`config.mk`:
```
export PLATFORM = sky130hd
export DESIGN_NAME = i2c_slave_regs
export DESIGN_NICKNAME = d
export VERILOG_FILES = /design/src/rtl/i2c_slave_regs.sv
export SDC_FILE = /design/constraint.sdc
export NUM_CORES = 1
export LEC_CHECK = 0
export BUFFER_PORTS_ARGS = -buffer_cell sky130_fd_sc_hd__clkbuf_2
export CAP_MARGIN = 30
export CORE_ASPECT_RATIO = 0.5
export CORE_UTILIZATION = 60
export DETAILED_ROUTE_END_ITERATION = 8
export PLACE_DENSITY_LB_ADDON = 0.08
export SYNTH_ARGS = -nofsm -noshare
export SYNTH_HDL_FRONTEND = slang
export SYNTH_SLANG_ARGS = --single-unit
```
`constraint.sdc`:
```
create_clock -name clk -period 5.5 [get_ports clk]
set_clock_uncertainty 0.05 [all_clocks]
set_input_delay 1.1 -clock clk [delete_from_list [all_inputs] [get_ports clk]]
set_output_delay 1.1 -clock clk [all_outputs]
set_load 0.05 [all_outputs]
```
`src/rtl/i2c_slave_regs.sv`:
```
// I2C target exposing a byte-wide register port with an auto-incrementing pointer.
// Optional SCL clock stretching is compiled in with `define I2C_SLAVE_STRETCH_EN.
module i2c_slave_regs #(
   parameter logic [6:0] DEV_ADDR  = 7'h4B,
   parameter logic [7:0] PTR_RESET = 8'h00
) (
   input  logic       clk,
   input  logic       reset,
   input  logic       scl_in,
   input  logic       sda_in,
   output logic       sda_oe,
   output logic [7:0] reg_addr,
   output logic [7:0] reg_wdata,
   output logic       reg_we,
   output logic       reg_re,
   input  logic [7:0] reg_rdata,
`ifdef I2C_SLAVE_STRETCH_EN
   input  logic       reg_rdy,
   output logic       scl_oe,
`endif
   output logic       busy,
   output logic       nack_seen
);

   typedef enum logic [3:0] {
      IDLE, ADDR, ADDR_ACK, PTR, PTR_ACK, WDATA, WDATA_ACK, RDATA, RDATA_MACK, WAIT_STOP
   } state_t;

   state_t     state;
   logic [2:0] scl_pipe, sda_pipe;
   logic       scl_s, scl_d, sda_s, sda_d;
   logic       scl_rise, scl_fall, start_det, stop_det;
   logic [3:0] bit_cnt;
   logic [7:0] shift;
   logic [7:0] byte_in;
   logic       rw;
`ifdef I2C_SLAVE_STRETCH_EN
   logic       stretch_pend;
`endif

   // Two synchronizer flops plus one history flop; idle bus level is high.
   always_ff @(posedge clk) begin
      if (!reset) begin
         scl_pipe <= 3'b111;
         sda_pipe <= 3'b111;
      end else begin
         scl_pipe <= {scl_pipe[1:0], scl_in};
         sda_pipe <= {sda_pipe[1:0], sda_in};
      end
   end

   assign scl_s     = scl_pipe[1];
   assign scl_d     = scl_pipe[2];
   assign sda_s     = sda_pipe[1];
   assign sda_d     = sda_pipe[2];
   assign scl_rise  = scl_s & ~scl_d;
   assign scl_fall  = ~scl_s & scl_d;
   assign start_det = scl_s & scl_d & sda_d & ~sda_s;
   assign stop_det  = scl_s & scl_d & ~sda_d & sda_s;
   assign byte_in   = {shift[6:0], sda_s};

   always_ff @(posedge clk) begin
      if (!reset) begin
         state     <= IDLE;
         bit_cnt   <= '0;
         shift     <= '0;
         rw        <= 1'b0;
         sda_oe    <= 1'b0;
         reg_addr  <= PTR_RESET;
         reg_wdata <= '0;
         reg_we    <= 1'b0;
         reg_re    <= 1'b0;
         busy      <= 1'b0;
         nack_seen <= 1'b0;
`ifdef I2C_SLAVE_STRETCH_EN
         scl_oe       <= 1'b0;
         stretch_pend <= 1'b0;
`endif
      end else begin
         reg_we    <= 1'b0;
         reg_re    <= 1'b0;
         nack_seen <= 1'b0;
         if (reg_we)
            reg_addr <= reg_addr + 8'd1;
`ifndef I2C_SLAVE_STRETCH_EN
         if (reg_re)
            shift <= reg_rdata;
`endif
         if (stop_det) begin
            state   <= IDLE;
            sda_oe  <= 1'b0;
            busy    <= 1'b0;
            bit_cnt <= '0;
`ifdef I2C_SLAVE_STRETCH_EN
            scl_oe       <= 1'b0;
            stretch_pend <= 1'b0;
`endif
         end else if (start_det) begin
            state   <= ADDR;
            sda_oe  <= 1'b0;
            bit_cnt <= '0;
`ifdef I2C_SLAVE_STRETCH_EN
            scl_oe       <= 1'b0;
            stretch_pend <= 1'b0;
`endif
         end else begin
`ifdef I2C_SLAVE_STRETCH_EN
            // A stretched read byte loads its data and drives its MSB on the release clk.
            if (scl_oe && reg_rdy) begin
               scl_oe <= 1'b0;
               if (state == RDATA) begin
                  shift   <= {reg_rdata[6:0], 1'b0};
                  sda_oe  <= ~reg_rdata[7];
                  bit_cnt <= 4'd1;
               end
            end
`endif
            case (state)
               IDLE, WAIT_STOP: ;
               ADDR: if (scl_rise) begin
                  shift <= byte_in;
                  if (bit_cnt == 4'd7) begin
                     bit_cnt <= '0;
                     rw      <= sda_s;
                     if (byte_in[7:1] == DEV_ADDR) begin
                        busy  <= 1'b1;
                        state <= ADDR_ACK;
                     end else begin
                        busy  <= 1'b0;
                        state <= IDLE;
                     end
                  end else
                     bit_cnt <= bit_cnt + 4'd1;
               end
               // ACK is driven on the first SCL fall and released on the second.
               ADDR_ACK: begin
                  if (scl_fall) begin
                     if (!sda_oe)
                        sda_oe <= 1'b1;
                     else begin
                        sda_oe <= 1'b0;
                        state  <= PTR;
                     end
                  end else if (scl_rise && rw) begin
                     reg_re  <= 1'b1;
                     bit_cnt <= '0;
                     state   <= RDATA;
                  end
               end
               PTR: if (scl_rise) begin
                  shift <= byte_in;
                  if (bit_cnt == 4'd7) begin
                     reg_addr <= byte_in;
                     bit_cnt  <= '0;
                     state    <= PTR_ACK;
                  end else
                     bit_cnt <= bit_cnt + 4'd1;
               end
               PTR_ACK, WDATA_ACK: if (scl_fall) begin
                  if (!sda_oe) begin
                     sda_oe <= 1'b1;
`ifdef I2C_SLAVE_STRETCH_EN
                     if (stretch_pend) begin
                        scl_oe       <= 1'b1;
                        stretch_pend <= 1'b0;
                     end
`endif
                  end else begin
                     sda_oe <= 1'b0;
                     state  <= WDATA;
                  end
               end
               WDATA: if (scl_rise) begin
                  shift <= byte_in;
                  if (bit_cnt == 4'd7) begin
                     reg_wdata <= byte_in;
                     reg_we    <= 1'b1;
                     bit_cnt   <= '0;
                     state     <= WDATA_ACK;
`ifdef I2C_SLAVE_STRETCH_EN
                     stretch_pend <= 1'b1;
`endif
                  end else
                     bit_cnt <= bit_cnt + 4'd1;
               end
               RDATA: if (scl_fall) begin
                  if (bit_cnt == 4'd8) begin
                     sda_oe  <= 1'b0;
                     bit_cnt <= '0;
                     state   <= RDATA_MACK;
`ifdef I2C_SLAVE_STRETCH_EN
                  end else if (bit_cnt == 4'd0) begin
                     sda_oe <= 1'b0;
                     scl_oe <= 1'b1;
`endif
                  end else begin
                     sda_oe  <= ~shift[7];
                     shift   <= {shift[6:0], 1'b0};
                     bit_cnt <= bit_cnt + 4'd1;
                  end
               end
               RDATA_MACK: if (scl_rise) begin
                  if (!sda_s) begin
                     reg_addr <= reg_addr + 8'd1;
                     reg_re   <= 1'b1;
                     state    <= RDATA;
                  end else begin
                     nack_seen <= 1'b1;
                     state     <= WAIT_STOP;
                  end
               end
               default: state <= IDLE;
            endcase
         end
      end
   end

endmodule
```
==> results of run 1 <==
layout make-up:
cell class	instances	area [um^2]	share of cell area [%]
inverters	6	22.52	0.7940
multi-input cells	240	1617	56.99
clock buffers	5	68.82	2.426
repair buffers	33	167.7	5.911
flip-flops and latches	44	880.8	31.05
clock inverters	2	12.51	0.4411
well taps	54	67.56	2.382
synth_stat cells, types with 3 or more instances:
cell type	number
a22oi_1	5
ha_1	3
o22ai_1	5
inv_1	4
or4_1	3
xnor2_1	10
nand4_1	5
nand2_1	35
nor3_1	5
mux2i_1	18
o21ai_1	5
dfxtp_1	44
nand3_1	12
buf_2	8
nor3b_1	3
nand2b_1	12
o21ai_0	8
nor2b_1	3
nor2_1	29
mux2_2	8
a21oi_1	13
xor2_1	5
nand3b_1	3
buf_4	4
clkbuf_1	10
power breakdown:
part           leakage [nW]  total (W)  switching, W  internal [W]
logic                 0.596  0.0000397     0.0000253     0.0000144
registers             0.356   0.000328    0.00000691      0.000321
clock network        0.0400   0.000198      0.000112     0.0000861
registers in the layout, summed over array words and instances, names as in the netlist, 3 cells and up:
register	count
reg_addr	8
reg_wdata	8
shift	8
bit_cnt	4
state	4
scl_pipe	3
sda_pipe	3
path summary, 6_finish.rpt:
check / start / endpoint / depth (start not counted)
worst min-delay path: scl_pipe[0] / scl_pipe[1] / 1
worst min register to register: scl_pipe[0] / scl_pipe[1] / 1
worst max register to register: state[0] / reg_wdata[5] / 5
worst max-delay path: reset / reg_addr[7] / 5
critical path, cell delays in order:
cell	delay (ps)
clkbuf_2	380
inv_1	330
nor2_1	620
a21boi_2	150
o22ai_1	180
metrics by stage:
| stage | area, um^2 | hold WS, ps | power [W] | instances |
|---|---|---|---|---|
| after CTS | 2836 | 367.3 | 0.0005668 | 384 |
| after global placement | 2755 | 339.6 | 0.0003733 | 377 |
| after floorplan | 2628 | 336.3 | 0.0003640 | 312 |
| final | 2836 | 363.1 | 0.0005657 | 384 |
| after detailed placement | 2755 | 347.2 | 0.0003744 | 377 |
| after global routing | 2836 | 378.5 | 0.0005849 | 384 |
layer usage:
metal / share of wire, % / up-vias / track usage (%)
li1: - / 1161 / -
met1: 45 / 1106 / 38.70
met2: 44 / 124 / 44.40
met3: 10 / 12 / 8.879
met4: 1.6 / 0 / 10.20
met5: 0 / - / 0
kinds of logic (layout without fill, tap and decap cells):
| kind of cell | Yosys count | count (layout) | share of synthesized area, % |
|---|---|---|---|
| AO/OA/AOI/OAI | 63 | 63 | 17.29 |
| XOR/XNOR | 15 | 15 | 5.000 |
| adder cells (fa/ha/maj) | 4 | 4 | 1.810 |
| buffers and inverters | 28 | 46 | 4.953 |
| flip-flops | 44 | 44 | 33.52 |
| multiplexers | 26 | 26 | 10.29 |
| AND/OR/NAND/NOR | 132 | 132 | 27.14 |
==> results_dict.tcl, run 1 <==
set metrics [dict create \
    synthTopCellsByArea "dfxtp_1 (34%), mux2i_1 (6.9%), nand2_1 (5.0%)" \
    syn_inst 312 \
    fin_tns_setup_ps 0 \
    fin_nets 345 \
    power_density_nw_per_um2 199.4 \
    gp_congestion 0.9153 \
    clkSinkCount 44 \
    cts-htree-levels 2 \
    mostFrequentLayoutCells "dfxtp_1 (44), nand2_1 (35), clkbuf_2 (32)" \
    ys_async_sr_fraction_pct 0 \
    ys_seq_area_share_pct 33.52 \
    syn_avg_cell_area_um2 8.422 \
    post_cts_buffers 0 \
    post_cts_resized 0 \
    pin_count 33 \
    rsz0062_at_grt "false" \
    final_common_cell "dfxtp_1" \
    drc 0 \
    clockBufferDepth 2 \
    clockRootBuffer "clkbuf_8" \
    grt_usage_pct 28.97 \
    utilization_pct 70.14 \
    cap_violations 0 \
    setup_viol 0 \
    io_buffers 32 \
    drtPass1Iterations 4 \
    leakage_nw 0.9919 \
    tightest_slew_ps 911.7 \
    required_ps 5680 \
    ant_nets 0 \
    diodes 0 \
    slew_violations 0 \
    period_share_pct 47.12 \
    hold_buffers 0 \
    grt_max_degree 28 \
    synth_top_area_cell "dfxtp_1" \
    end_kind "flop" \
    grt_pass1_wl_um 10370 \
    wl_per_cell_um 16.39 \
    overflow 0 \
    synth_seq_cells 44 \
    grt_pass1_vias 2243 \
    slew_headroom_pct 38.96 \
    max_freq_ghz 0.3859 \
    rows 16 \
    synthFlopType "dfxtp_1" \
    status "finished clean" \
    path_clk_slew_ps 80 \
    antenna_found_initial 0 \
    yosysWarnings 0 \
    die_h_um 48.80 \
    dieArea_um2 4664 \
    irDropWorstVdd_mv 0.1334 \
    cts_buffers 5 \
    initial_core_util_pct 64.98 \
    drt_iter0_drc 207 \
    synth_cell_types 65 \
    netlist_area_um2 2628 \
    clk_latency_ps 300 \
    fill_cells 316 \
    period_minus_slack_ps 2591 \
    synth_edf_count 0 \
    arrival_ps 2770 \
    coreArea_um2 4044 \
    synth_top_area_share_pct 33.52 \
    cts_tree "yes" \
    area_delta_synth_final_pct 7.952 \
    critical_path_class "in -> reg" \
    drive_gt1_share_pct 19.09 \
    wirelength_um 6294 \
    path_max_fanout 27 \
    fin_ws_ps 2909 \
    startpoint_type "input port" \
    die_w_um 95.59 \
    hold_viol 0 \
    syn-num-nets 327 \
    dp_hpwl_um 4551 \
    vias 2403 \
    post-place-ws_ps 2613 \
    viasPerCell 6.258 \
    r2r_slack_ps 2950 \
    hp-class "reg -> reg" \
]
Power figures use the tool's default switching activity.
==> run 2: changes to the inputs <==
- ABC_AREA: unset -> 1
- CORE_UTILIZATION: 60 -> 57
- clock period: 5.5 -> 2.7 ns (I/O delays scaled with it)
==> results_dict.tcl, run 2 <==
set metrics [dict create \
    setup_viol 0 \
    initial_core_util_pct 61.50 \
    fin_nets 425 \
    gp_congestion 0.9566 \
    r2r_slack_ps 830 \
    syn_inst 375 \
    rows 16 \
    clockBufferDepth 2 \
    synth_top_area_share_pct 35.59 \
    wl_met3_um 515 \
    cp.depth 12 \
    synth_seq_cells 44 \
    clockRootBuffer "clkbuf_8" \
    hold_viol 0 \
    required_ps 2840 \
    crit_family "simple AND/OR/NAND/NOR gates" \
    wl_met2_um 2753 \
    startpoint_type "flop" \
    syn_avg_cell_area_um2 6.600 \
    synthTopCellsByArea "dfxtp_1 (36%), nand2_1 (16%), inv_1 (6.5%)" \
    hold_buffers 0 \
    die_h_um 48.60 \
    path_clk_slew_ps 80 \
    ys_async_sr_fraction_pct 0 \
    post_cts_resized 0 \
    drive_gt1_share_pct 18.49 \
    regArea_um2 880.8 \
    path_cells "ha_1 > nand2_1 > nor2_1 > nand2_2 > nand2_1 > inv_1 > nor2_1 > nand3_2 > inv_1 > nand2_1 > nand2_1 > nor2_1" \
    holdPathStages 2 \
    synth_top_family_by_area "simple AND/OR/NAND/NOR gates" \
    fin_tns_setup_ps 0 \
    period_minus_slack_ps 1873 \
    utilization_pct 69.47 \
    viasPerCell 5.501 \
    netlist_area_um2 2475 \
    multi_input_area_um2 1380 \
    fin_hold_ws_ps 368.6 \
    r2r_start "bit_cnt[1]" \
    irDropWorstVdd_mv 0.3186 \
    grt_usage_pct 29.79 \
    grt_max_degree 19 \
    power_density_nw_per_um2 615.7 \
    reg2reg_to "state[1]" \
    mostFrequentLayoutCells "nand2_1 (106), dfxtp_1 (44), inv_1 (43)" \
    critical_path_class "reg -> reg" \
    synth_mux_area_share_pct 0 \
    post_cts_buffers 0 \
    top_layer_used "met4" \
    ys_seq_area_share_pct 35.59 \
    antenna_found_initial 0 \
    arrival_ps 2020 \
    synth_common_cells "nand2_1 (106), dfxtp_1 (44), inv_1 (43)" \
    coreArea_um2 4024 \
    io_buffers 32 \
    syn-num-nets 390 \
    worstHoldStart "scl_in" \
    die_w_um 95.19 \
    cts-htree-levels 2 \
    pin_count 33 \
    cp_num_buf_inv 2 \
    clkSinkCount 44 \
    cp_slowest_cell "dfxtp_1" \
    reg_top3 "reg_addr x8, reg_wdata x8, shift x8" \
    wl_per_cell_um 13.82 \
    drtPass1Iterations 5 \
    cpPeakStageDelay_ps 380 \
    reg2regPathDepth 12 \
    cts_tree "yes" \
    grt_pass1_wl_um 10630 \
    drt_iter0_drc 125 \
    synthAdderAreaFrac_pct 1.517 \
    ant_nets 0 \
    vias 2558 \
    leakage_nw 1.288 \
    timing.critical_path.mode_cell "nand2_1" \
    hp-class "in -> reg" \
    dieArea_um2 4626 \
    synthXorXnorAreaFrac_pct 1.416 \
    synth_most_common_cell "nand2_1" \
    synth_top_area_cell "dfxtp_1" \
    drc 0 \
    synth_cell_types 35 \
    synth-simple-area-share_pct 36.70 \
    slew_violations 0 \
    dp_hpwl_um 4812 \
    cap_violations 0 \
    final_common_cell "nand2_1" \
    synthFlopType "dfxtp_1" \
    fill_cells 351 \
    whs_endpoint "scl_pipe[0]" \
    synth_compound_area_share_pct 16.13 \
    area_delta_synth_final_pct 12.94 \
    slew_headroom_pct 60.58 \
    status "finished clean" \
    clk_latency_ps 300 \
    diodes 0 \
    cts_buffers 5 \
    rsz0062_at_grt "false" \
    overflow 0 \
    path_max_fanout 6 \
    tightest_slew_ps 590.7 \
    synth_edf_count 0 \
    yosysWarnings 0 \
    wl_met1_um 3108 \
    period_share_pct 69.39 \
    max_freq_ghz 0.5338 \
    end_kind "flop" \
    grt_pass1_vias 2280 \
    wirelength_um 6428 \
]
run 2: changes by cell type after synthesis, moves of 8 or more:
cell	before	now
nand2_1	35	106
inv_1	4	43
mux2i_1	18	0
o21ai_0	8	22
nand2b_1	12	0
nand3_1	12	22
nor2_1	29	38
xnor2_1	10	1
buf_2	8	0
mux2_2	8	0
nand2_2	0	8
o211ai_1	0	8
run 2: layout make-up:
cell class                      count  share of cell area, %
Tap cell                           54                  2.417
Clock inverter                      2                  1.253
Clock buffer                        6                  2.596
Multi-Input combinational cell    275                  49.37
Inverter                           51                  6.849
Sequential cell                    44                  31.51
Timing Repair Buffer               33                  5.998
run 2: worst max-delay path by stage:
stage,slack [ps],startpoint,endpoint
2_1_floorplan,970,reg_addr[0],reg_addr[4]
3_3_place_gp,950,bit_cnt[1],state[1]
3_5_place_dp,930,bit_cnt[1],state[1]
4_1_cts,850,bit_cnt[1],state[1]
5_1_grt,650,bit_cnt[1],state[1]
6_report,830,bit_cnt[1],state[1]
run 2: worst reg2reg max path, stage by stage, from the launching register on:
cell and delay (ps):
dfxtp_1 380, ha_1 210, nand2_1 80, nor2_1 200
nand2_2 160, nand2_1 130, inv_1 40, nor2_1 110
nand3_2 150, inv_1 100, nand2_1 50, nand2_1 60
nor2_1 30
run 2: report_power, final:
group          switching (W)  total, W  internal (W)
clock               0.000229  0.000504      0.000275
combinational       0.000338  0.000495      0.000156
sequential         0.0000442  0.000722      0.000678
total               0.000612   0.00172       0.00111
run 2: kinds of logic (layout without fill, tap and decap cells):
| group | count (synthesis) | in the layout |
|---|---|---|
| adder cells (fa/ha/maj) | 3 | 3 |
| buffers and inverters | 56 | 92 |
| AND/OR/NAND/NOR | 202 | 202 |
| AO/OA/AOI/OAI | 66 | 66 |
| XOR/XNOR | 4 | 4 |
| flip-flops | 44 | 44 |
run 2: metal layers:
layer	global-route usage (%)	vias up
li1	-	1280
met2	44.17	114
met1	44.91	1157
met4	6.061	0
met3	5.189	7
met5	0	-
run 2: per-stage QoR:
step	instance area (um^2)	total power, W	setup slack [ps]	cells
after detailed placement	2688	0.001219	933.4	457
after global placement	2688	0.001218	945.4	457
after floorplan	2475	0.001112	973.9	375
final	2795	0.001721	826.5	465
after CTS	2795	0.001720	845.8	465
after global routing	2795	0.001828	653.3	465
